==> src/rtl/wb_spi_master_mc.sv <==
// Wishbone-slave SPI master: configurable width, NUM_SS selects, CPOL/CPHA modes, LSB/MSB first.
// Latency: bus ack 1 cycle after strobe; busy rise to DONE = (2*DATA_W+2)*(DIV+1) clk cycles.
// Backpressure: none on the bus (every strobe acked next cycle); DATA writes while busy are dropped and flag OVR.
//
// Ports: clk/rst (sync, active-high); wb_* Wishbone slave (wb_dout = write data in, wb_din = read data out);
//        spi_sck/spi_mosi/spi_miso/spi_ss (active-low selects); irq = DONE & IEN, level.
// Map:   0x00 CTRL {SS_SEL[8+:SS_W], HOLD_SS, IEN, LSB_FIRST, CPHA, CPOL}
//        0x04 STATUS {OVR(w1c), DONE(w1c), BUSY}; 0x10 DATA; 0x20 DIV.
module wb_spi_master_mc #(
    parameter int DATA_W = 8,
    parameter int NUM_SS = 4,
    parameter int DIV_W  = 16
) (
    input  logic              clk,
    input  logic              rst,
    input  logic [31:0]       wb_addr,
    input  logic              wb_we,
    input  logic              wb_stb,
    input  logic              wb_cyc,
    input  logic [31:0]       wb_dout,
    output logic [31:0]       wb_din,
    output logic              wb_ack,
    output logic              spi_sck,
    output logic              spi_mosi,
    input  logic              spi_miso,
    output logic [NUM_SS-1:0] spi_ss,
    output logic              irq
);
    localparam int SS_W = (NUM_SS > 1) ? $clog2(NUM_SS) : 1;
    localparam int HP_W = $clog2(2 * DATA_W);
    localparam logic [HP_W-1:0] HP_LAST = HP_W'(2 * DATA_W - 1);
    localparam logic [HP_W-1:0] HP_PEN  = HP_W'(2 * DATA_W - 2);

    typedef enum logic [1:0] {S_IDLE, S_SETUP, S_SHIFT, S_HOLD} state_t;

    state_t             state_q;
    logic               cpol_q, cpha_q, lsb_q, ien_q, hold_q;
    logic [SS_W-1:0]    sel_q;
    logic [DIV_W-1:0]   div_q;
    logic               done_q, ovr_q;
    logic [DATA_W-1:0]  rx_q;
    // Per-transfer snapshot so CTRL/DIV writes during a transfer only affect the next one.
    logic               cpol_s_q, cpha_s_q, lsb_s_q, hold_s_q;
    logic [DIV_W-1:0]   div_s_q;
    logic [DIV_W-1:0]   cnt_q;
    logic [HP_W-1:0]    hp_q;
    logic [DATA_W-1:0]  tx_q, rsh_q;
    logic               held_q;
    logic               wb_ack_q, sck_q, mosi_q, irq_q;
    logic [31:0]        wb_din_q;
    logic [NUM_SS-1:0]  ss_q;

    logic               acc, wr, rd, busy, start;
    logic               wr_ctrl, wr_stat, wr_data, wr_div, rd_data;
    logic               hold_d, ien_d, done_d, ovr_d, irq_d, half_end, done_set;
    logic [7:0]         adr;
    logic [31:0]        rdata;
    logic               unused_bits;

    assign unused_bits = ^{wb_addr[31:8], wb_dout};

    assign acc     = wb_stb & wb_cyc & ~wb_ack_q;
    assign wr      = acc & wb_we;
    assign rd      = acc & ~wb_we;
    assign adr     = wb_addr[7:0];
    assign busy    = (state_q != S_IDLE);
    assign wr_ctrl = wr && (adr == 8'h00);
    assign wr_stat = wr && (adr == 8'h04);
    assign wr_data = wr && (adr == 8'h10);
    assign wr_div  = wr && (adr == 8'h20);
    assign rd_data = rd && (adr == 8'h10);
    assign start   = wr_data && !busy;

    assign half_end = (cnt_q == div_s_q);
    assign done_set = (state_q == S_HOLD) && half_end;
    assign hold_d   = wr_ctrl ? wb_dout[4] : hold_q;
    assign ien_d    = wr_ctrl ? wb_dout[3] : ien_q;
    // A DONE set on the same edge as its clear (W1C or DATA read) wins.
    assign done_d   = done_set | (done_q & ~((wr_stat & wb_dout[1]) | rd_data));
    assign ovr_d    = (wr_data & busy) | (ovr_q & ~(wr_stat & wb_dout[2]));
    assign irq_d    = done_d & ien_d;

    always_comb begin
        rdata = '0;
        case (adr)
            8'h00: begin
                rdata[4:0]       = {hold_q, ien_q, lsb_q, cpha_q, cpol_q};
                rdata[8 +: SS_W] = sel_q;
            end
            8'h04:   rdata[2:0]        = {ovr_q, done_q, busy};
            8'h10:   rdata[DATA_W-1:0] = rx_q;
            8'h20:   rdata[DIV_W-1:0]  = div_q;
            default: rdata = '0;
        endcase
    end

    function automatic logic first_bit(input logic [DATA_W-1:0] v, input logic lsb);
        return lsb ? v[0] : v[DATA_W-1];
    endfunction

    function automatic logic [DATA_W-1:0] shift_out(input logic [DATA_W-1:0] v, input logic lsb);
        return lsb ? (v >> 1) : (v << 1);
    endfunction

    function automatic logic [DATA_W-1:0] shift_in(input logic [DATA_W-1:0] r, input logic lsb,
                                                   input logic b);
        return lsb ? {b, r[DATA_W-1:1]} : {r[DATA_W-2:0], b};
    endfunction

    // Selects at or beyond NUM_SS match no line, so every select stays high.
    function automatic logic [NUM_SS-1:0] ss_onehot_n(input logic [SS_W-1:0] sel);
        logic [NUM_SS-1:0] r;
        r = '1;
        for (int i = 0; i < NUM_SS; i++) begin
            if (sel == SS_W'(i)) r[i] = 1'b0;
        end
        return r;
    endfunction

    always_ff @(posedge clk) begin
        if (rst) begin
            state_q  <= S_IDLE;
            cpol_q   <= 1'b0; cpha_q <= 1'b0; lsb_q <= 1'b0; ien_q <= 1'b0; hold_q <= 1'b0;
            sel_q    <= '0;
            div_q    <= '0;
            done_q   <= 1'b0; ovr_q <= 1'b0; irq_q <= 1'b0;
            rx_q     <= '0;
            cpol_s_q <= 1'b0; cpha_s_q <= 1'b0; lsb_s_q <= 1'b0; hold_s_q <= 1'b0;
            div_s_q  <= '0;
            cnt_q    <= '0;
            hp_q     <= '0;
            tx_q     <= '0;
            rsh_q    <= '0;
            held_q   <= 1'b0;
            wb_ack_q <= 1'b0;
            wb_din_q <= '0;
            sck_q    <= 1'b0;
            mosi_q   <= 1'b0;
            ss_q     <= '1;
        end else begin
            wb_ack_q <= acc;
            if (acc) wb_din_q <= rdata;
            if (wr_ctrl) begin
                cpol_q <= wb_dout[0];
                cpha_q <= wb_dout[1];
                lsb_q  <= wb_dout[2];
                ien_q  <= wb_dout[3];
                hold_q <= wb_dout[4];
                sel_q  <= wb_dout[8 +: SS_W];
            end
            if (wr_div) div_q <= wb_dout[DIV_W-1:0];
            done_q <= done_d;
            ovr_q  <= ovr_d;
            irq_q  <= irq_d;

            case (state_q)
                S_IDLE: begin
                    sck_q <= cpol_q;
                    // A select left held by the previous transfer drops as soon as HOLD_SS clears.
                    if (held_q && !hold_d) begin
                        ss_q   <= '1;
                        held_q <= 1'b0;
                    end
                    if (start) begin
                        state_q  <= S_SETUP;
                        cnt_q    <= '0;
                        hp_q     <= '0;
                        cpol_s_q <= cpol_q;
                        cpha_s_q <= cpha_q;
                        lsb_s_q  <= lsb_q;
                        hold_s_q <= hold_q;
                        div_s_q  <= div_q;
                        rsh_q    <= '0;
                        ss_q     <= ss_onehot_n(sel_q);
                        held_q   <= 1'b0;
                        if (!cpha_q) begin
                            mosi_q <= first_bit(wb_dout[DATA_W-1:0], lsb_q);
                            tx_q   <= shift_out(wb_dout[DATA_W-1:0], lsb_q);
                        end else begin
                            tx_q   <= wb_dout[DATA_W-1:0];
                        end
                    end
                end
                S_SETUP: begin
                    sck_q <= cpol_s_q;
                    if (half_end) begin
                        // First leading edge.
                        state_q <= S_SHIFT;
                        cnt_q   <= '0;
                        sck_q   <= ~cpol_s_q;
                        if (cpha_s_q) begin
                            mosi_q <= first_bit(tx_q, lsb_s_q);
                            tx_q   <= shift_out(tx_q, lsb_s_q);
                        end else begin
                            rsh_q  <= shift_in(rsh_q, lsb_s_q, spi_miso);
                        end
                    end else begin
                        cnt_q <= cnt_q + DIV_W'(1);
                    end
                end
                S_SHIFT: begin
                    if (half_end) begin
                        cnt_q <= '0;
                        if (hp_q == HP_LAST) begin
                            // SCK is already back at CPOL in the last half-period.
                            state_q <= S_HOLD;
                            sck_q   <= cpol_s_q;
                        end else begin
                            hp_q  <= hp_q + HP_W'(1);
                            sck_q <= ~sck_q;
                            if (hp_q[0]) begin
                                // Leading edge into an even half-period.
                                if (cpha_s_q) begin
                                    mosi_q <= first_bit(tx_q, lsb_s_q);
                                    tx_q   <= shift_out(tx_q, lsb_s_q);
                                end else begin
                                    rsh_q  <= shift_in(rsh_q, lsb_s_q, spi_miso);
                                end
                            end else begin
                                // Trailing edge; CPHA=0 has no bit left to present after the last one.
                                if (cpha_s_q) begin
                                    rsh_q <= shift_in(rsh_q, lsb_s_q, spi_miso);
                                end else if (hp_q != HP_PEN) begin
                                    mosi_q <= first_bit(tx_q, lsb_s_q);
                                    tx_q   <= shift_out(tx_q, lsb_s_q);
                                end
                            end
                        end
                    end else begin
                        cnt_q <= cnt_q + DIV_W'(1);
                    end
                end
                S_HOLD: begin
                    sck_q <= cpol_s_q;
                    if (half_end) begin
                        state_q <= S_IDLE;
                        cnt_q   <= '0;
                        rx_q    <= rsh_q;
                        if (hold_s_q) begin
                            held_q <= 1'b1;
                        end else begin
                            ss_q   <= '1;
                            held_q <= 1'b0;
                        end
                    end else begin
                        cnt_q <= cnt_q + DIV_W'(1);
                    end
                end
                default: state_q <= S_IDLE;
            endcase
        end
    end

    assign wb_ack   = wb_ack_q;
    assign wb_din   = wb_din_q;
    assign spi_sck  = sck_q;
    assign spi_mosi = mosi_q;
    assign spi_ss   = ss_q;
    assign irq      = irq_q;
endmodule

==> config.mk <==
export PLATFORM = sky130hd
export DESIGN_NAME = wb_spi_master_mc
export DESIGN_NICKNAME = d
export VERILOG_FILES = /design/src/rtl/wb_spi_master_mc.sv
export SDC_FILE = /design/constraint.sdc
export NUM_CORES = 1
export LEC_CHECK = 0
export CAP_MARGIN = 25
export CORE_MARGIN = 2
export CORE_UTILIZATION = 40
export DETAILED_ROUTE_END_ITERATION = 10
export HOLD_SLACK_MARGIN = 0.05
export PLACE_DENSITY = 0.62
export SLEW_MARGIN = 10
export SYNTH_ARGS = -nofsm -noshare
export SYNTH_HDL_FRONTEND = slang
export SYNTH_SLANG_ARGS = --single-unit
export TNS_END_PERCENT = 10
==> constraint.sdc <==
create_clock -name clk -period 2.8 [get_ports clk]
set_input_delay 0.7 -clock clk [delete_from_list [all_inputs] [get_ports clk]]
set_output_delay 0.7 -clock clk [all_outputs]
set_load 0.05 [all_outputs]
==> results of run 1 <==
cell usage after synthesis, types with 8 or more instances:
cell,count
clkbuf_1,33
ha_1,9
a311oi_1,14
nor2_1,72
nor2b_1,9
nand3b_1,8
nand2_1,111
xor2_1,16
mux2i_1,44
o21ai_1,8
buf_4,17
a22oi_1,12
dfxtp_1,116
nand3_1,13
a21oi_1,76
o21ai_0,20
nor3_1,15
buf_2,9
inv_1,9
placed cells by master (no fill, tap or decap), drive strengths merged, types with 5 or more instances in the layout:
master / Yosys / final
mux2i: 44 / 44
xor2: 16 / 16
a211oi: 8 / 8
clkdlybuf4s50: 0 / 52
inv: 9 / 10
a22oi: 12 / 12
nor4: 8 / 8
conb: 1 / 16
a311oi: 14 / 14
o21ai: 29 / 29
nor2b: 9 / 9
clkbuf: 33 / 18
nand4: 7 / 7
or2: 5 / 5
buf: 31 / 29
a22o: 7 / 7
bufinv: 0 / 6
nand3: 13 / 13
o211a: 7 / 7
nand2: 111 / 111
nor2: 72 / 72
dfxtp: 116 / 116
nor3: 18 / 18
and3: 7 / 7
nand3b: 8 / 8
a31oi: 7 / 7
ha: 9 / 9
a21oi: 76 / 76
nand2b: 5 / 5
clkinv: 0 / 5
registers in the layout (all words and copies together), names as in the netlist, 2 cells and up:
name	count
spi_ss	4
wb_din	16
state_q	2
rsh_q	8
div_q	16
tx_q	8
sel_q	2
cnt_q	16
rx_q	8
div_s_q	16
hp_q	4
critical path, delay by kind of cell:
kind | cells | cell delay [ps]
buffers and inverters | 2 | 600
AO/OA/AOI/OAI | 3 | 690
AND/OR/NAND/NOR | 3 | 870
power groups by stage:
stage	logic (uW)	clock network, uW	registers, uW
2_1_floorplan	167	0	1700
3_3_place_gp	247	0	1700
3_5_place_dp	252	0	1700
4_1_cts	252	2470	1670
5_1_grt	271	2560	1670
6_report	253	2450	1670
worst min-delay path by stage:
stage / from / end / slack [ps] / depth (start not counted)
detailed placement: wb_din[7]$_SDFFE_PP0N_ / wb_din[7]$_SDFFE_PP0N_ / 450 / 2
floorplan: ovr_q$_SDFF_PP0_ / ovr_q$_SDFF_PP0_ / 430 / 2
global route: wb_din[7]$_SDFFE_PP0N_ / wb_din[7]$_SDFFE_PP0N_ / 480 / 2
finish: wb_din[5]$_SDFFE_PP0N_ / wb_din[5]$_SDFFE_PP0N_ / 460 / 2
CTS: wb_din[7]$_SDFFE_PP0N_ / wb_din[7]$_SDFFE_PP0N_ / 460 / 2
global placement: wb_din[3]$_SDFFE_PP0N_ / wb_din[3]$_SDFFE_PP0N_ / 450 / 2
final cells by class:
type | instances | area (sq um)
Sequential cell | 116 | 2320
Clock buffer | 18 | 429
Inverter | 9 | 33.8
Clock inverter | 14 | 233
Tap cell | 184 | 230
Fill cell | 1404 | 7180
Timing Repair Buffer | 81 | 788
Multi-Input combinational cell | 544 | 3310
stage by stage:
stage	cells	util (%)	worst slack, ps
2_1_floorplan	733	-	340
3_3_place_gp	934	46.0	-156
4_1_cts	966	50.6	215
5_1_grt	966	50.6	107
3_5_place_dp	934	46.0	-214
6_report	966	50.6	209
logic make-up (layout without fill, tap and decap cells):
kind of cell | Yosys count | in the layout | synth area share [%]
muxes | 47 | 47 | 7.97
adders and majority gates | 10 | 10 | 2.06
buffers and inverters | 73 | 122 | 6.24
DFF | 116 | 116 | 39.0
and+or+nand+nor | 272 | 272 | 21.8
other | 1 | 16 | 0.0630
xor gates and xnor gates | 19 | 19 | 2.80
AOI/OAI and AO/OA | 180 | 180 | 20.0
routing by layer:
| layer | part of all wire, % | wire [microns] |
|---|---|---|
| met1 | 48 | 7330 |
| met4 | 2.8 | 436 |
| met5 | 0 | 0 |
| met3 | 4.5 | 690 |
| met2 | 45 | 6860 |
==> run summary, run 1 <==
register clock-pin slew on the reported worst setup and hold paths -> 60 ps
initial cell density of the core -> 40.9%
die height -> 126 microns
crit path max-delay cell type -> or4_4
worst hold path type -> reg -> reg
Req. time, crit path -> 3090 ps
first-pass GRT wire length -> 25,900 microns
register bit total from synthesis -> 116
wirelength, routed -> 15,300 microns
Vias/cell -> 5.52
Final Skew -> 4.35 ps
synth unique cells -> 65
Ant. Diodes -> 0
Max Freq -> 386 MHz
critical path type -> in -> reg
Post-DRT Antenna Nets -> 0
busiest grt layer -> met2
cts bufs inserted -> 17
Overflow after GRT -> 0
grt met1 use -> 26.6%
CP endpoint kind -> flop
Area contributors post-synth -> dfxtp_1 39%, mux2i_1 7.4%, nand2_1 7.0%
Setup crit end -> rsh_q[7]$_SDFFE_PP0P_
Area Growth Syn to Fin -> 23.5%
root buf cell -> clkbuf_16
number of global-route vias before repair -> 5,210
fin area -> 7350 sq um
cts repair resizes -> 0
Clock power frac -> 56.1%
IO Pins -> 110
TritonCTS clock tree -> yes
Syn. warnings -> 0
Post-Syn Area -> 5950 sq um
R2R Path Start -> state_q[0]$_SDFFE_PP0P_
row cnt -> 44
Core ar. -> 14,500 sq um
Die W -> 126 microns
Clock Tree Buf Depth -> 2
die footprint -> 15,900 sq um
worst skew pair latency -> 420 ps
endpoints failing hold -> 0
Post-synth EDFFs -> 0
r2r endpoint -> tx_q[7]$_SDFFE_PP0P_
Seq/Total Area, Yosys -> 39.0%
critical-path cell list -> clkdlybuf4s50_1 > or4_4 > nor3_4 > a31oi_2 > buf_12 > a2111o_1 > nand3b_1 > o21ai_1
Final setup viols -> 0
Detail Placement HPWL -> 10,800 microns
Worst slew margin -> 38.2%
slew of the pin with the lowest slew margin -> 927 ps
worst hold slack -> 458 ps
Worst Setup Start Kind -> primary input
Max-Cap Viols -> 0
First-pass DRT Iterations -> 5
Arrival @ worst endpoint -> 2880 ps
Reg2Reg Depth -> 7
DR vias -> 5,332
drt wl/cell -> 15.8 microns
post-CTS setup buffers -> 0
port bufs -> 53
Psw -> 957 uW
total power -> 4370 uW
Slew Limit Fails -> 0
Tmin final -> 2590 ps
DR iter-0 viols -> 345
Final Wtd Congestion -> 0.834
leakage -> 0.00277 uW
Residual DRC -> 0
Largest stage delay, worst path -> 550 ps
Main synth FF type -> dfxtp_1
crit path max fanout -> 8
M3 GR Usage -> 4.93%
worst setup path startpoint -> wb_addr[1]
Final TNS setup -> 0 ps
combinational share of power -> 5.8%
top cell type by total area after synthesis -> dfxtp_1
Final nets -> 848
Post-Syn Instances -> 718
largest net degree at the start of global routing -> 59
status -> completed
Tot GR Track Use -> 20.1%
antenna violations before repair -> 0
Pwr per Cell Area -> 594 nW/um^2
post-place instance area -> 6690 sq um
asr flop ratio synth -> 0%
Sw Share -> 21.9%
cts hold-fix bufs -> 0
cell-internal power -> 3410 uW
met2 usage -> 31.2%
fraction of layout cells with a size suffix above 1 -> 10.5%
top cell type's share of synthesized area -> 39.0%
share of power burned in registers -> 38.1%
peak supply drop -> 0.405 mV
FF-to-FF setup slack -> 320 ps
setup repair after global routing missed its margin -> no
Tcrit/Tclk final -> 92.5%
Post-Syn Area per Cell -> 8.29 sq um
CTS sink count -> 116
H-Tree Depth -> 4
Note: power is estimated with default switching activity, not from simulation.
==> run 2, diff against run 1 <==
--- a/config.mk
+++ b/config.mk
@@ -6,7 +6,7 @@
 export NUM_CORES = 1
 export LEC_CHECK = 0
 export CAP_MARGIN = 25
-export CORE_MARGIN = 2
+export CORE_MARGIN = 3
 export CORE_UTILIZATION = 40
 export DETAILED_ROUTE_END_ITERATION = 10
 export HOLD_SLACK_MARGIN = 0.05
@@ -15,4 +15,4 @@
 export SYNTH_ARGS = -nofsm -noshare
 export SYNTH_HDL_FRONTEND = slang
 export SYNTH_SLANG_ARGS = --single-unit
-export TNS_END_PERCENT = 10
+export TNS_END_PERCENT = 50
==> run summary, run 2 (synthesis gave the netlist of run 1 again) <==
R2R Path Start -> state_q[0]$_SDFFE_PP0P_
Max Freq -> 395 MHz (+2.3%)
CP endpoint kind -> flop
critical path type -> in -> reg
Final setup viols -> 0 (unchanged)
commonest cells after routing, fill and taps aside -> 116 x dfxtp_1, 111 x nand2_1, 76 x a21oi_1
row cnt -> 43 (-2.3%)
cts hold-fix bufs -> 0 (unchanged)
die footprint -> 16,400 sq um (+3.2%)
crit path max-delay cell type -> or4_4
Final nets -> 848 (unchanged)
antenna violations before repair -> 0 (unchanged)
Final Util -> 51.1% (+0.50 points)
Worst slew margin -> 33.6% (-4.6 points)
worst skew pair latency -> 420 ps (about the same)
register clock-pin slew on the reported worst setup and hold paths -> 60 ps (about the same)
peak supply drop -> 0.362 mV (-11%)
Place WS -> -163 ps (+51.7 ps)
H-Tree Depth -> 4 (unchanged)
die height -> 128 microns (+1.6%)
PnR worst setup slack -> 267 ps (+58.4 ps)
Hold Crit Endpoint -> wb_din[4]$_SDFFE_PP0N_
r2r endpoint -> tx_q[7]$_SDFFE_PP0P_
critical-path cell list -> clkdlybuf4s50_1 > or4_4 > nor3_4 > a31oi_2 > buf_12 > a2111o_1 > nand3b_1 > o21ai_1
Die W -> 128 microns (+1.6%)
worst path bufs/invs -> 2 (unchanged)
worst hold path type -> reg -> reg
Clock Tree Buf Depth -> 2 (unchanged)
Hold Crit Depth -> 2 (unchanged)
first-pass GRT wire length -> 25,500 microns (-1.8%)
number of global-route vias before repair -> 5,040 (-3.3%)
setup repair after global routing missed its margin -> no
port bufs -> 53 (unchanged)
area of the multi-input gates -> 3310 sq um (unchanged)
leakage -> 0.00272 uW (-1.7%)
fin cells -> 962 (-0.41%)
Post-DRT Antenna Nets -> 0 (unchanged)
most common cell after layout, fill and taps aside -> dfxtp_1
DR vias -> 5,248 (-1.6%)
Final Wtd Congestion -> 0.835 (about the same)
register area -> 2320 sq um (unchanged)
initial cell density of the core -> 41.9% (+0.95 points)
Largest stage delay, worst path -> 560 ps (about the same)
Max-Cap Viols -> 0 (unchanged)
worst setup path startpoint -> wb_addr[1]
Final Skew -> 7.48 ps (+3.13 ps)
crit-path leading delay family -> simple AND/OR/NAND/NOR gates
Final TNS setup -> 0 ps (unchanged)
Residual DRC -> 0 (unchanged)
Tcrit/Tclk final -> 90.5% (-2.1 points)
Overflow after GRT -> 0 (unchanged)
FF-to-FF setup slack -> 330 ps (about the same)
Cell Count Post-Placement -> 930 (-0.43%)
Reg2Reg Depth -> 7 (unchanged)
First-pass DRT Iterations -> 5 (unchanged)
hold_sp -> wb_din[4]$_SDFFE_PP0N_
Core ar. -> 14,200 sq um (-2.3%)
TritonCTS clock tree -> yes
Slew Limit Fails -> 0 (unchanged)
crit path max fanout -> 8 (unchanged)
Req. time, crit path -> 3090 ps (about the same)
wirelength, routed -> 15,100 microns (-1.6%)
status -> completed
DR iter-0 viols -> 440 (+28%)
Area Growth Syn to Fin -> 21.9%
Worst Setup Start Kind -> primary input
Vias/cell -> 5.46 (-1.2%)
Arrival @ worst endpoint -> 2820 ps (-60 ps)
slew of the pin with the lowest slew margin -> 994 ps (+67.2 ps)
drt wl/cell -> 15.7 microns (-1.2%)
Detail Placement HPWL -> 10,800 microns (-0.31%)
Ant. Diodes -> 0 (unchanged)
post-CTS setup buffers -> 0 (unchanged)
IO Pins -> 110 (unchanged)
Tmin final -> 2530 ps (-58.4 ps)
fraction of layout cells with a size suffix above 1 -> 10.5% (unchanged)
root buf cell -> clkbuf_16
cts repair resizes -> 0 (unchanged)
cts bufs inserted -> 17 (unchanged)
Pwr per Cell Area -> 559 nW/um^2 (-6.0%)
Tot GR Track Use -> 19.3% (-0.82 points)
CTS sink count -> 116 (unchanged)
endpoints failing hold -> 0 (unchanged)
fillcell total -> 1,356 (-3.4%)
largest net degree at the start of global routing -> 62 (+5.1%)
==> run 2: cell types whose count changed in the layout (fill, tap and decap cells not counted) <==
cell / previous run / this run
buf_4: 25 / 26
clkinv_2: 4 / 2
inv_6: 1 / 3
clkinvlp_4: 2 / 3
buf_12: 4 / 3
bufinv_16: 6 / 2
clkinv_4: 1 / 4
==> run 2: per-stage QoR <==
step / hold WS, ps / cell area [sq um] / power, uW
finish: 458 / 7250 / 4050
global route: 486 / 7250 / 4210
CTS: 462 / 7250 / 4090
detailed placement: 449 / 6670 / 1950
global placement: 446 / 6670 / 1950
floorplan: 432 / 6010 / 1870
==> run 2: area by class of cell <==
class	instances	area share [%]
flip-flops and latches	116	32.0
inverters	9	0.466
clock buffers	18	5.92
repair buffers	81	10.7
multi-input cells	544	45.7
well taps	180	3.11
clock inverters	14	2.12
==> run 2: worst register-to-register path, cell delays in order (launching register included) <==
cell	delay, ps
dfxtp_1	350
inv_1	120
ha_1	540
a21oi_1	380
or4b_2	680
a31oi_1	190
mux2i_1	90
nor2_1	80
==> run 2: routing by layer <==
layer  routed length [microns]  track usage (%)
met3                       779             4.75
met4                       211             6.80
met2                      6770             28.9
met5                         0                0
met1                      7300             27.0
==> run 2: how the worst max path moves through the flow <==
stage | depth (start not counted) | endpoint | slack, ps
finish | 8 | rsh_q[6]$_SDFFE_PP0P_ | 270
global route | 6 | cnt_q[6]$_SDFFE_PP0N_ | 160
CTS | 8 | rsh_q[6]$_SDFFE_PP0P_ | 280
detailed placement | 8 | rsh_q[6]$_SDFFE_PP0P_ | -160
global placement | 8 | rsh_q[6]$_SDFFE_PP0P_ | -120
floorplan | 7 | hp_q[0]$_SDFFE_PP0P_ | 340
==> run 2: report_power, final <==
part | leakage, uW | total, uW | switching (uW) | internal, uW
sequential | 0.000934 | 1670 | 6.94 | 1660
combinational | 0.00151 | 252 | 164 | 88.3
clock | 0.000277 | 2130 | 819 | 1320
==> run 3, diff against run 2 <==
--- a/config.mk
+++ b/config.mk
@@ -9,6 +9,7 @@
 export CORE_MARGIN = 3
 export CORE_UTILIZATION = 40
 export DETAILED_ROUTE_END_ITERATION = 10
+export GPL_ROUTABILITY_DRIVEN = 0
 export HOLD_SLACK_MARGIN = 0.05
 export PLACE_DENSITY = 0.62
 export SLEW_MARGIN = 10
==> results of run 3 <==
Same layout as run 2: the final DEF is identical, and so are final timing and power.
